## src/rtl/video_pkg.sv

```systemverilog
// Shared types, bar colours and helper functions for the video test-pattern source.
package video_pkg;

    typedef logic [23:0] rgb_t;

    typedef struct packed {
        logic [11:0] active;
        logic [11:0] fp;
        logic [11:0] sync;
        logic [11:0] bp;
    } timing_t;

    localparam rgb_t BAR_WHITE   = 24'hFFFFFF;
    localparam rgb_t BAR_YELLOW  = 24'hFFFF00;
    localparam rgb_t BAR_CYAN    = 24'h00FFFF;
    localparam rgb_t BAR_GREEN   = 24'h00FF00;
    localparam rgb_t BAR_MAGENTA = 24'hFF00FF;
    localparam rgb_t BAR_RED     = 24'hFF0000;
    localparam rgb_t BAR_BLUE    = 24'h0000FF;
    localparam rgb_t BAR_BLACK   = 24'h000000;

    // 13 bits so a full 4096-count axis still fits.
    function automatic logic [12:0] total(input timing_t t);
        return 13'(t.active) + 13'(t.fp) + 13'(t.sync) + 13'(t.bp);
    endfunction

    function automatic rgb_t bar_colour(input logic [2:0] idx);
        rgb_t c;
        case (idx)
            3'd0:    c = BAR_WHITE;
            3'd1:    c = BAR_YELLOW;
            3'd2:    c = BAR_CYAN;
            3'd3:    c = BAR_GREEN;
            3'd4:    c = BAR_MAGENTA;
            3'd5:    c = BAR_RED;
            3'd6:    c = BAR_BLUE;
            default: c = BAR_BLACK;
        endcase
        return c;
    endfunction

endpackage

```

## src/rtl/video_timing_cnt.sv

```systemverilog
// One raster axis: wrapping position counter with blank/sync decode and a wrap
// strobe for chaining the next axis.
module video_timing_cnt
    import video_pkg::*;
#(
    parameter timing_t TIM = '{active: 12'd1280, fp: 12'd110, sync: 12'd40, bp: 12'd220},
    parameter logic    POL = 1'b1
) (
    input  logic        clk_i,
    input  logic        rst_i,
    input  logic        adv_i,
    output logic [11:0] cnt_o,
    output logic        wrap_o,
    output logic        blank_o,
    output logic        sync_o
);

    localparam logic [12:0] LAST     = total(TIM) - 13'd1;
    localparam logic [12:0] ACT_END  = 13'(TIM.active);
    localparam logic [12:0] SYNC_BEG = 13'(TIM.active) + 13'(TIM.fp);
    localparam logic [12:0] SYNC_END = SYNC_BEG + 13'(TIM.sync);

    logic [12:0] cnt_x;
    logic        in_sync;

    assign cnt_x   = {1'b0, cnt_o};
    assign wrap_o  = adv_i && (cnt_x == LAST);
    assign blank_o = (cnt_x >= ACT_END);
    assign in_sync = (cnt_x >= SYNC_BEG) && (cnt_x < SYNC_END);
    assign sync_o  = in_sync ? POL : ~POL;

    always_ff @(posedge clk_i or posedge rst_i) begin
        if (rst_i) begin
            cnt_o <= '0;
        end else if (adv_i) begin
            cnt_o <= wrap_o ? 12'd0 : cnt_o + 12'd1;
        end
    end

endmodule

```

## src/rtl/video_tpg_timing.sv

```systemverilog
// Raster timing and colour-bar / greyscale-ramp test-pattern source.
// Optional white 1-pixel border when VIDEO_TPG_BORDER_EN is defined.
module video_tpg_timing
    import video_pkg::*;
#(
    parameter int unsigned H_ACTIVE = 1280,
    parameter int unsigned H_FP     = 110,
    parameter int unsigned H_SYNC   = 40,
    parameter int unsigned H_BP     = 220,
    parameter int unsigned V_ACTIVE = 720,
    parameter int unsigned V_FP     = 5,
    parameter int unsigned V_SYNC   = 5,
    parameter int unsigned V_BP     = 20,
    parameter logic        HS_POL   = 1'b1,
    parameter logic        VS_POL   = 1'b1
) (
    input  logic        clk_i,
    input  logic        rst_i,
    input  logic        cen_i,
    input  logic        pat_sel_i,
    output logic [23:0] vid_rgb_o,
    output logic [1:0]  vh_blank_o,
    output logic [2:0]  dvh_sync_o,
    output logic        frame_start_o
);

    localparam timing_t H_TIM = '{active: 12'(H_ACTIVE), fp: 12'(H_FP),
                                  sync: 12'(H_SYNC), bp: 12'(H_BP)};
    localparam timing_t V_TIM = '{active: 12'(V_ACTIVE), fp: 12'(V_FP),
                                  sync: 12'(V_SYNC), bp: 12'(V_BP)};
    localparam logic [11:0] BW_LAST = 12'(H_ACTIVE / 8 - 1);

    logic [11:0] h_cnt, v_cnt;
    logic        h_wrap, v_wrap, h_blank, v_blank, h_sync, v_sync;
    logic [11:0] bar_cnt;
    logic [2:0]  bar_idx;
    logic        at_origin;
    logic        pat_q;
    logic        pat_eff;
    logic        de;
    rgb_t        pix;

    video_timing_cnt #(.TIM(H_TIM), .POL(HS_POL)) u_h_cnt (
        .clk_i   (clk_i),
        .rst_i   (rst_i),
        .adv_i   (cen_i),
        .cnt_o   (h_cnt),
        .wrap_o  (h_wrap),
        .blank_o (h_blank),
        .sync_o  (h_sync)
    );

    video_timing_cnt #(.TIM(V_TIM), .POL(VS_POL)) u_v_cnt (
        .clk_i   (clk_i),
        .rst_i   (rst_i),
        .adv_i   (cen_i & h_wrap),
        .cnt_o   (v_cnt),
        .wrap_o  (v_wrap),
        .blank_o (v_blank),
        .sync_o  (v_sync)
    );

    // at_origin tracks counters sitting at (0,0); the frame-start pixel uses
    // the live select so the new pattern covers the whole frame.
    assign pat_eff = at_origin ? pat_sel_i : pat_q;
    assign de      = ~h_blank & ~v_blank;

    always_comb begin
        pix = pat_eff ? {3{h_cnt[7:0]}} : bar_colour(bar_idx);
`ifdef VIDEO_TPG_BORDER_EN
        if ((h_cnt == 12'd0) || (h_cnt == 12'(H_ACTIVE - 1)) ||
            (v_cnt == 12'd0) || (v_cnt == 12'(V_ACTIVE - 1))) begin
            pix = BAR_WHITE;
        end
`endif
    end

    // Bar position sub-counter replaces a divide of h_cnt by the bar width.
    always_ff @(posedge clk_i or posedge rst_i) begin
        if (rst_i) begin
            bar_cnt   <= '0;
            bar_idx   <= '0;
            at_origin <= 1'b1;
            pat_q     <= 1'b0;
        end else if (cen_i) begin
            at_origin <= v_wrap;
            if (at_origin) begin
                pat_q <= pat_sel_i;
            end
            if (h_wrap) begin
                bar_cnt <= '0;
                bar_idx <= '0;
            end else if (bar_cnt == BW_LAST) begin
                bar_cnt <= '0;
                bar_idx <= bar_idx + 3'd1;
            end else begin
                bar_cnt <= bar_cnt + 12'd1;
            end
        end
    end

    always_ff @(posedge clk_i or posedge rst_i) begin
        if (rst_i) begin
            vid_rgb_o     <= '0;
            vh_blank_o    <= 2'b11;
            dvh_sync_o    <= {1'b0, ~VS_POL, ~HS_POL};
            frame_start_o <= 1'b0;
        end else if (cen_i) begin
            vid_rgb_o     <= de ? pix : 24'h000000;
            vh_blank_o    <= {v_blank, h_blank};
            dvh_sync_o    <= {de, v_sync, h_sync};
            frame_start_o <= at_origin;
        end
    end

endmodule

```

## config.mk

```make
export PLATFORM = sky130hd
export DESIGN_NAME = video_tpg_timing
export DESIGN_NICKNAME = d
export VERILOG_FILES = /design/src/rtl/video_pkg.sv /design/src/rtl/video_timing_cnt.sv /design/src/rtl/video_tpg_timing.sv
export SDC_FILE = /design/constraint.sdc
export NUM_CORES = 1
export LEC_CHECK = 0
export BUFFER_PORTS_ARGS = -buffer_cell sky130_fd_sc_hd__buf_4
export CELL_PAD_IN_SITES_DETAIL_PLACEMENT = 2
export CELL_PAD_IN_SITES_GLOBAL_PLACEMENT = 2
export CORE_ASPECT_RATIO = 1.75
export CORE_MARGIN = 5
export CORE_UTILIZATION = 38
export CTS_CLUSTER_SIZE = 16
export DETAILED_ROUTE_END_ITERATION = 16
export GPL_TIMING_DRIVEN = 0
export PLACE_DENSITY = 0.81
export SKIP_LAST_GASP = 1
export SYNTH_ARGS = -nofsm -noshare
export SYNTH_HDL_FRONTEND = slang
export SYNTH_SLANG_ARGS = --single-unit
```

## constraint.sdc

```tcl
create_clock -name clk_i -period 2.4 [get_ports clk_i]
set_input_delay 0.48 -clock clk_i [delete_from_list [all_inputs] [get_ports clk_i]]
set_output_delay 0.48 -clock clk_i [all_outputs]
set_load 0.01 [all_outputs]
```

==> results of run 1 <==
## synthesized netlist by cell type, types with 7 or more instances
library cell	n	area [um2]
and4_1	7	61.3
xor2_1	9	78.8
ha_1	11	138
nor2_1	28	105
clkbuf_1	9	33.8
o21ai_0	12	60.1
inv_1	20	75.1
nand4_1	14	87.6
dfrtp_1	68	1700
nand3_1	23	115
xnor2_1	8	70.1
nand2_1	19	71.3
o2bb2ai_1	26	228
and3_1	8	50.1
## area by class of cell
class,count,share of cell area
inverter,20,0.0184
timing repair buffer,33,0.0635
sequential,71,0.423
clock buffer,13,0.0618
clock inverter,3,0.0101
multi-input combinational,229,0.370
tap,120,0.0356
buffer,16,0.0181
## sequential cells by signal, indices dropped and copies added (netlist names)
name / cells
at_origin: 1
bar_cnt: 12
bar_idx: 3
dvh_sync_o: 3
frame_start_o: 1
pat_q: 1
u_h_cnt.cnt_o: 12
u_v_cnt.cnt_o: 12
vh_blank_o: 2
vid_rgb_o: 24
## stage by stage
step	setup WS, ns	utilization	std cells	hold slack, ns
after CTS	0.239	0.466	505	0.130
after global placement	-0.827	0.430	488	0.469
after global routing	0.126	0.466	505	0.146
final	0.261	0.466	505	0.121
after detailed placement	0.112	0.433	489	0.477
after floorplan	0.128	-	336	0.465
## report_power, final
part           internal [mW]  switching (mW)  leakage, nW
sequential              1.30           0.170        0.897
clock                  0.861           0.530        0.146
combinational          0.149           0.228        0.933
total                   2.31           0.928         1.98
## per-layer routing
metal	GRT usage	vias to the layer above	share of wire
met3	0.0303	19	0.021
met2	0.425	51	0.58
met5	0	-	0
li1	-	1315	-
met4	0.0924	0	0.024
met1	0.235	1512	0.37
## worst paths after layout
kind	cells after the start	endpoint	start
min	2	u_h_cnt.cnt_o[6]	rst_i
max in group asynchronous	3	vh_blank_o[1]	rst_i
max	6	bar_idx[1]	bar_cnt[0]
min in group clk_i	2	pat_q	pat_sel_i
max reg2reg	6	bar_idx[1]	bar_cnt[0]
min reg2reg	1	vid_rgb_o[18]	vid_rgb_o[18]
## cells by family after synthesis
logic type                 count (synthesis)
xor gates and xnor gates                  17
buffers and inverters                     36
DFF                                       71
adders and majority gates                 11
and+or+nand+nor                          127
muxes                                      7
AOI/OAI and AO/OA                         67
==> flow_metrics.tcl, run 1 <==
set metrics [dict create \
    die_area_um2 11300 \
    dieHeight_um 137 \
    cp-end-kind "register" \
    areaGrowthSynthToFinish_pct 20.7 \
    fmax_ghz 0.467 \
    grt.overflow.total 0 \
    leakagePower_nw 1.98 \
    clockRootBuffer "clkbuf_16" \
    multi_input_area_um2 1560 \
    wl_um 11600 \
    yosys_warnings 0 \
    drive_above_1_share 0.158 \
    htree_num_levels 3 \
    cp_num_buf_inv 1 \
    worstSetupPathType "register to register" \
    fin_setup_tns_ns 0 \
    io_pins 34 \
    synth-edff-count 0 \
    final_cell_area_um2 4210 \
    clkSinkCount 71 \
    cp-start-kind "register" \
    fill_cells 972 \
    numCtsBuffers 9 \
    die_x_um 82.5 \
    slew-limit-headroom 0.584 \
    power.density_nw_per_um2 768 \
    core_area_um2 9040 \
    drc 0 \
    ys.flop_type "dfrtp_1" \
    drt-initial-drc-count 80 \
    synthCells 336 \
    hold_violations 0 \
    cpPeakStageDelay_ns 0.47 \
    post_drt_wl_per_cell_um 22.9 \
    worst-path-max-fanout 7 \
    tightest_slew_ns 0.625 \
    cp_slowest_cell "a21oi_2" \
    grt_pass1_vias 3313 \
    io_buffers 32 \
    mostFrequentLayoutCell "dfrtp_1" \
    clock_latency_ns 0.34 \
    synth-compound-area-share 0.142 \
    diodes 0 \
    synth-seq-area-share 0.510 \
    synthMuxAreaShare 0.0208 \
    synth_cell_types 49 \
    syn_nets 351 \
    worstPathCellList "ha_1 > and3_1 > clkbuf_1 > nand3_1 > a21oi_2 > mux2i_1" \
    cts_buffer_depth 2 \
    synth_top_family_by_area "simple AND/OR/NAND/NOR gates" \
    drt-vias-per-instance 5.74 \
    hold_buffers 0 \
    dpl_cell_area_um2 3910 \
    synthArstFlopShare 1.00 \
    hold_path.class "input port to async pin" \
    ctsResizeCount 0 \
    hpwl_um 7870 \
    fin_crit_ns 2.14 \
    p_total_mw 3.23 \
    clkTransAtPathRegs_ns 0.06 \
    gp_congestion 0.770 \
    antenna_found_initial 0 \
    final.period_utilization 0.891 \
    cp.required_ns 2.66 \
    num_rows 46 \
    postRouteAntennaNets 0 \
    grt.total_usage 0.223 \
    layout_common_cells "68 x dfrtp_1, 33 x buf_4, 28 x nor2_1" \
    nets 395 \
    seqCellArea_um2 1780 \
    finalSetupViolCount 0 \
    cts_tree "yes" \
    vdd_ir_drop_max_mv 0.391 \
    start_util 0.386 \
    grt_max_degree 49 \
    reg2reg_slack_ns 0.26 \
    synthXorXnorAreaFrac 0.0427 \
    status "finished, final reports clean" \
    grt_pass1_wl_um 18600 \
    grt_setup_unrepaired "no" \
    vias 2897 \
    dr.pass1.iters 4 \
    cp_top_family "compound AO/OA/AOI/OAI gates" \
    avgSynthCellArea_um2 10.4 \
    arrival_ns 2.40 \
    ys_ff_latch 71 \
    final_max_slew_viol_count 0 \
    synth_fa_ha_area_frac 0.0394 \
    yosys.area_share.simple 0.202 \
    maxCapViolCount 0 \
    syn_area_um2 3490 \
    postCtsSetupRepairBufs 0 \
    fin_skew_ns 0.00667 \
]
(Power assumes the default switching activity.)
==> run 2: changes to the inputs <==
--- a/config.mk
+++ b/config.mk
@@ -10,11 +10,11 @@
 export CELL_PAD_IN_SITES_GLOBAL_PLACEMENT = 2
 export CORE_ASPECT_RATIO = 1.75
 export CORE_MARGIN = 5
-export CORE_UTILIZATION = 38
+export CORE_UTILIZATION = 25
 export CTS_CLUSTER_SIZE = 16
 export DETAILED_ROUTE_END_ITERATION = 16
 export GPL_TIMING_DRIVEN = 0
-export PLACE_DENSITY = 0.81
+export PLACE_DENSITY = 0.58
 export SKIP_LAST_GASP = 1
 export SYNTH_ARGS = -nofsm -noshare
 export SYNTH_HDL_FRONTEND = slang
==> run 2 against run 1 <==
  * Critical path depth shrank 1
  * Non-clock buffer count is the same
  * Maximum frequency grew 3.4%
  * Setup slack gained 0.070 ns
  * Final cell count grew 11%
  * Clock power shrank 7%
  * Sequential share of layout area shrank 0.46 points
  * Hold slack gained 0.041 ns
  * Critical endpoint is now vid_rgb_o[16]
  * Largest cell class unchanged
==> flow_metrics.tcl, run 2 (synthesis gave the netlist of run 1 again) <==
set metrics [dict create \
    grt.overflow.total 0 \
    wl_met1_um 4440 \
    io_buffers 32 \
    top_register "vid_rgb_o" \
    vias 2854 \
    fin_crit_ns 2.07 \
    start_util 0.252 \
    wl_um 11000 \
    die_area_um2 16500 \
    areaGrowthSynthToFinish_pct 22.0 \
    cp-start-kind "register" \
    fmax_ghz 0.483 \
    grt_pass1_wl_um 18000 \
    fin_setup_tns_ns 0 \
    slew-limit-headroom 0.578 \
    cts_tree "yes" \
    drive_above_1_share 0.166 \
    clkSinkCount 71 \
    io_pins 34 \
    dp.cells 546 \
    leakagePower_nw 1.96 \
    cp.depth 5 \
    hold_path.class "input port to async pin" \
    met2_length_um 6110 \
    numCtsBuffers 9 \
    clock_latency_ns 0.34 \
    maxCapViolCount 0 \
    hpwl_um 8020 \
    dr.pass1.iters 5 \
    cp-end-kind "register" \
    worstPathCellList "mux2i_1 > clkbuf_1 > nand2_1 > nand4_1 > o2bb2ai_1" \
    worstRegToRegCells 5 \
    largest_reg_flops 24 \
    cp_slowest_cell "dfstp_2" \
    cp_top_family "flip-flops" \
    vdd_ir_drop_max_mv 0.382 \
    nets 395 \
    arrival_ns 2.27 \
    final.period_utilization 0.862 \
    worstSetupPathType "register to register" \
    cts_buffer_depth 2 \
    cp_num_buf_inv 1 \
    fin_skew_ns 0.00817 \
    fill_cells 1557 \
    power.density_nw_per_um2 725 \
    grt_setup_unrepaired "no" \
    die_x_um 99.3 \
    status "finished, final reports clean" \
    finalSetupViolCount 0 \
    layout_common_cells "68 x dfrtp_1, 33 x buf_4, 28 x nor2_1" \
    drt-initial-drc-count 60 \
    cpPeakStageDelay_ns 0.55 \
    antenna_found_initial 0 \
    gp_congestion 0.741 \
    grt_max_degree 39 \
    core_area_um2 13800 \
    postRouteAntennaNets 0 \
    diodes 0 \
    htree_num_levels 3 \
    post_drt_wl_per_cell_um 19.6 \
    num_rows 57 \
    dpl_cell_area_um2 3980 \
    clkTransAtPathRegs_ns 0.06 \
    layoutNonFillerInstCount 562 \
    grt_pass1_vias 3276 \
    final_max_slew_viol_count 0 \
    cp.required_ns 2.60 \
    p_total_mw 3.09 \
    drc 0 \
    clockRootBuffer "clkbuf_16" \
    mostFrequentLayoutCell "dfrtp_1" \
    dieHeight_um 166 \
    worst-path-max-fanout 10 \
    wl_met3_um 218 \
    final_cell_area_um2 4260 \
    top_layer_used "met4" \
    tightest_slew_ns 0.634 \
    hold_violations 0 \
    postCtsSetupRepairBufs 0 \
    grt.total_usage 0.139 \
    drt-vias-per-instance 5.08 \
]
==> run 2: final timing paths <==
| check | start | end | slack [ns] |
|---|---|---|---|
| worst max-delay path | at_origin | vid_rgb_o[16] | 0.33 |
| min in group clk_i | pat_sel_i | pat_q | 0.40 |
| worst max register to register | at_origin | vid_rgb_o[16] | 0.33 |
| worst min register to register | vid_rgb_o[4] | vid_rgb_o[4] | 0.49 |
| worst min-delay path | rst_i | dvh_sync_o[0] | 0.16 |
| max in group asynchronous | rst_i | vh_blank_o[1] | 1.59 |
==> run 2: power breakdown <==
part | switching, mW | internal, mW | total, mW
clock | 0.576 | 0.711 | 1.29
sequential | 0.155 | 1.30 | 1.45
combinational | 0.205 | 0.146 | 0.351
==> run 2: routing by layer <==
metal,GRT usage,vias up
met5,0,-
met4,0.0523,0
met3,0.0240,12
met2,0.257,38
met1,0.155,1493
li1,-,1311
==> run 2: worst reg2reg max path, delay by kind of cell (launching register included) <==
family	cells	cell delay [ns]
buffers and inverters	1	0.44
flip-flops	1	0.55
multiplexers	1	0.30
AO/OA/AOI/OAI	1	0.15
AND/OR/NAND/NOR	2	0.49
==> run 2: layout make-up <==
cell class              instances  area (um2)  area share
plain buffers                  16        76.3      0.0179
clock buffers                   9         225      0.0529
clock inverters                 7        55.1      0.0129
inverters                      20        77.6      0.0182
multi-input cells             229        1560       0.367
flip-flops and latches         71        1780       0.418
well taps                     177         221      0.0520
repair buffers                 33         260      0.0611
==> run 2: timing repair <==
item / in CTS / in global routing
hold buffers: 0 / 0
setup endpoints to repair: 0 / 21
gates resized for setup: 0 / 1
==> run 2: per-stage QoR <==
step,hold WS [ns],utilization,worst slack [ns]
detailed placement,0.474,0.287,-0.176
CTS,0.174,0.308,0.0260
floorplan,0.465,-,0.128
global route,0.193,0.308,0.179
finish,0.162,0.308,0.331
global placement,0.476,0.286,-1.03
==> run 3: changes to the inputs <==
--- a/config.mk
+++ b/config.mk
@@ -11,6 +11,7 @@
 export CORE_ASPECT_RATIO = 1.75
 export CORE_MARGIN = 5
 export CORE_UTILIZATION = 25
+export CTS_BUF_LIST = sky130_fd_sc_hd__clkbuf_4
 export CTS_CLUSTER_SIZE = 16
 export DETAILED_ROUTE_END_ITERATION = 16
 export GPL_TIMING_DRIVEN = 0
==> run 3 against run 2 <==
  * Final area down 3.6%
  * Critical path depth unchanged
  * Sequential power about the same
  * Die area unchanged
  * Global-route usage about the same
  * Sequential share of layout area up 1.6 points
  * Highest routed layer unchanged
  * Utilization down 1.1 points
  * Hold slack worse by 0.14 ns
  * First-iteration DRC count down 1.7%
  * Via count down 0.95%
  * Sequential cell count unchanged
  * Final cell count up 0.18%
==> flow_metrics.tcl, run 3 (synthesis gave the netlist of run 1 again) <==
set metrics [dict create \
    core_area_um2 13800 \
    status "finished, final reports clean" \
    areaGrowthSynthToFinish_pct 17.6 \
    wl_um 10900 \
    numCtsBuffers 9 \
    hpwl_um 8020 \
    leakagePower_nw 1.89 \
    worstPathCellList "mux2i_1 > clkbuf_1 > nand2_1 > nand4_1 > o2bb2ai_1" \
    htree_num_levels 3 \
    power.density_nw_per_um2 618 \
    fmax_ghz 0.479 \
    num_rows 57 \
    fin_skew_ns 0.0172 \
    io_buffers 32 \
    timing.rr.start "at_origin" \
    cp_slowest_cell "dfstp_2" \
    start_util 0.252 \
    grt_pass1_wl_um 17900 \
    die_x_um 99.3 \
    grt.overflow.total 0 \
    dr.pass1.iters 4 \
    largest_reg_flops 24 \
    hold_violations 0 \
    clkSinkCount 71 \
    worstSetupPathType "register to register" \
    vdd_ir_drop_max_mv 0.247 \
    startpoint "at_origin" \
    cp-end-kind "register" \
    hold_buffers 0 \
    cp-start-kind "register" \
    grt_pass1_vias 3254 \
    fin_crit_ns 2.09 \
    grt_setup_unrepaired "no" \
    finalSetupViolCount 0 \
    drt-initial-drc-count 59 \
    clockRootBuffer "clkbuf_4" \
    cp_top_family "flip-flops" \
    final_max_slew_viol_count 0 \
    hold_path.class "input port to async pin" \
    final.period_utilization 0.870 \
    top_register "vid_rgb_o" \
    drive_above_1_share 0.166 \
    drt-vias-per-instance 5.02 \
    cts_tree "yes" \
    arrival_ns 2.41 \
    layout_common_cells "68 x dfrtp_1, 33 x buf_4, 28 x nor2_1" \
    postRouteAntennaNets 0 \
    cts_buffer_depth 2 \
    clock_latency_ns 0.45 \
    mostFrequentLayoutCell "dfrtp_1" \
    post_drt_wl_per_cell_um 19.4 \
    vias 2827 \
    cp.required_ns 2.72 \
    drc 0 \
    grt.total_usage 0.139 \
    gp_congestion 0.741 \
    cpPeakStageDelay_ns 0.58 \
    postCtsSetupRepairBufs 0 \
    antenna_found_initial 1 \
    clkTransAtPathRegs_ns 0.14 \
    fin_setup_tns_ns 0 \
    nets 395 \
    tightest_slew_ns 0.600 \
    ctsResizeCount 0 \
    final_util 0.297 \
    io_pins 34 \
    slew-limit-headroom 0.600 \
    die_area_um2 16500 \
    cp_num_buf_inv 1 \
    maxCapViolCount 0 \
    grt_max_degree 39 \
    dieHeight_um 166 \
    worst-path-max-fanout 10 \
]
==> run 3: cell types whose count changed in the layout (fill, tap and decap cells not counted), sizes merged <==
cell	previous run	this run
diode	0	1
==> run 3: metrics by stage <==
stage / setup WS [ns] / power [mW] / instance area [um2] / instances / hold WS (ns)
2_1_floorplan: 0.128 / 1.68 / 3490 / 336 / 0.465
3_3_place_gp: -1.03 / 1.81 / 3950 / 545 / 0.476
3_5_place_dp: -0.176 / 1.83 / 3980 / 546 / 0.474
4_1_cts: 0.00709 / 2.59 / 4100 / 562 / 0.00597
5_1_grt: 0.125 / 2.69 / 4110 / 563 / 0.0399
6_report: 0.312 / 2.54 / 4110 / 563 / 0.0245
==> run 3: layout make-up <==
class	count	area, um2
buffer	16	76.3
inverter	20	77.6
multi-input combinational	229	1560
timing repair buffer	33	260
clock buffer	9	67.6
antenna	1	2.50
clock inverter	7	55.1
sequential	71	1780
tap	177	221
fill	1581	9730
==> run 3: worst paths after layout <==
check                           slack [ns]  cells after the start                to
worst max-delay path                  0.31                      5     vid_rgb_o[16]
worst min-delay path                  0.02                      2  u_h_cnt.cnt_o[7]
worst max register to register        0.31                      5     vid_rgb_o[16]
worst min register to register        0.51                      1     vid_rgb_o[17]
max in group asynchronous             1.73                      3     vh_blank_o[1]
min in group clk_i                    0.28                      2             pat_q
==> run 3: report_power, final <==
group,switching (mW),leakage [nW],internal (mW),total [mW]
combinational,0.204,0.930,0.146,0.350
sequential,0.157,0.897,1.29,1.45
clock,0.512,0.0633,0.223,0.735
total,0.873,1.89,1.66,2.54
==> run 3: per-layer routing <==
metal / track usage / wire, um / vias to the layer above
li1: - / - / 1309
met1: 0.150 / 4320 / 1472
met2: 0.262 / 6160 / 35
met3: 0.0240 / 263 / 11
met4: 0.0493 / 181 / 0
met5: 0 / 0 / -
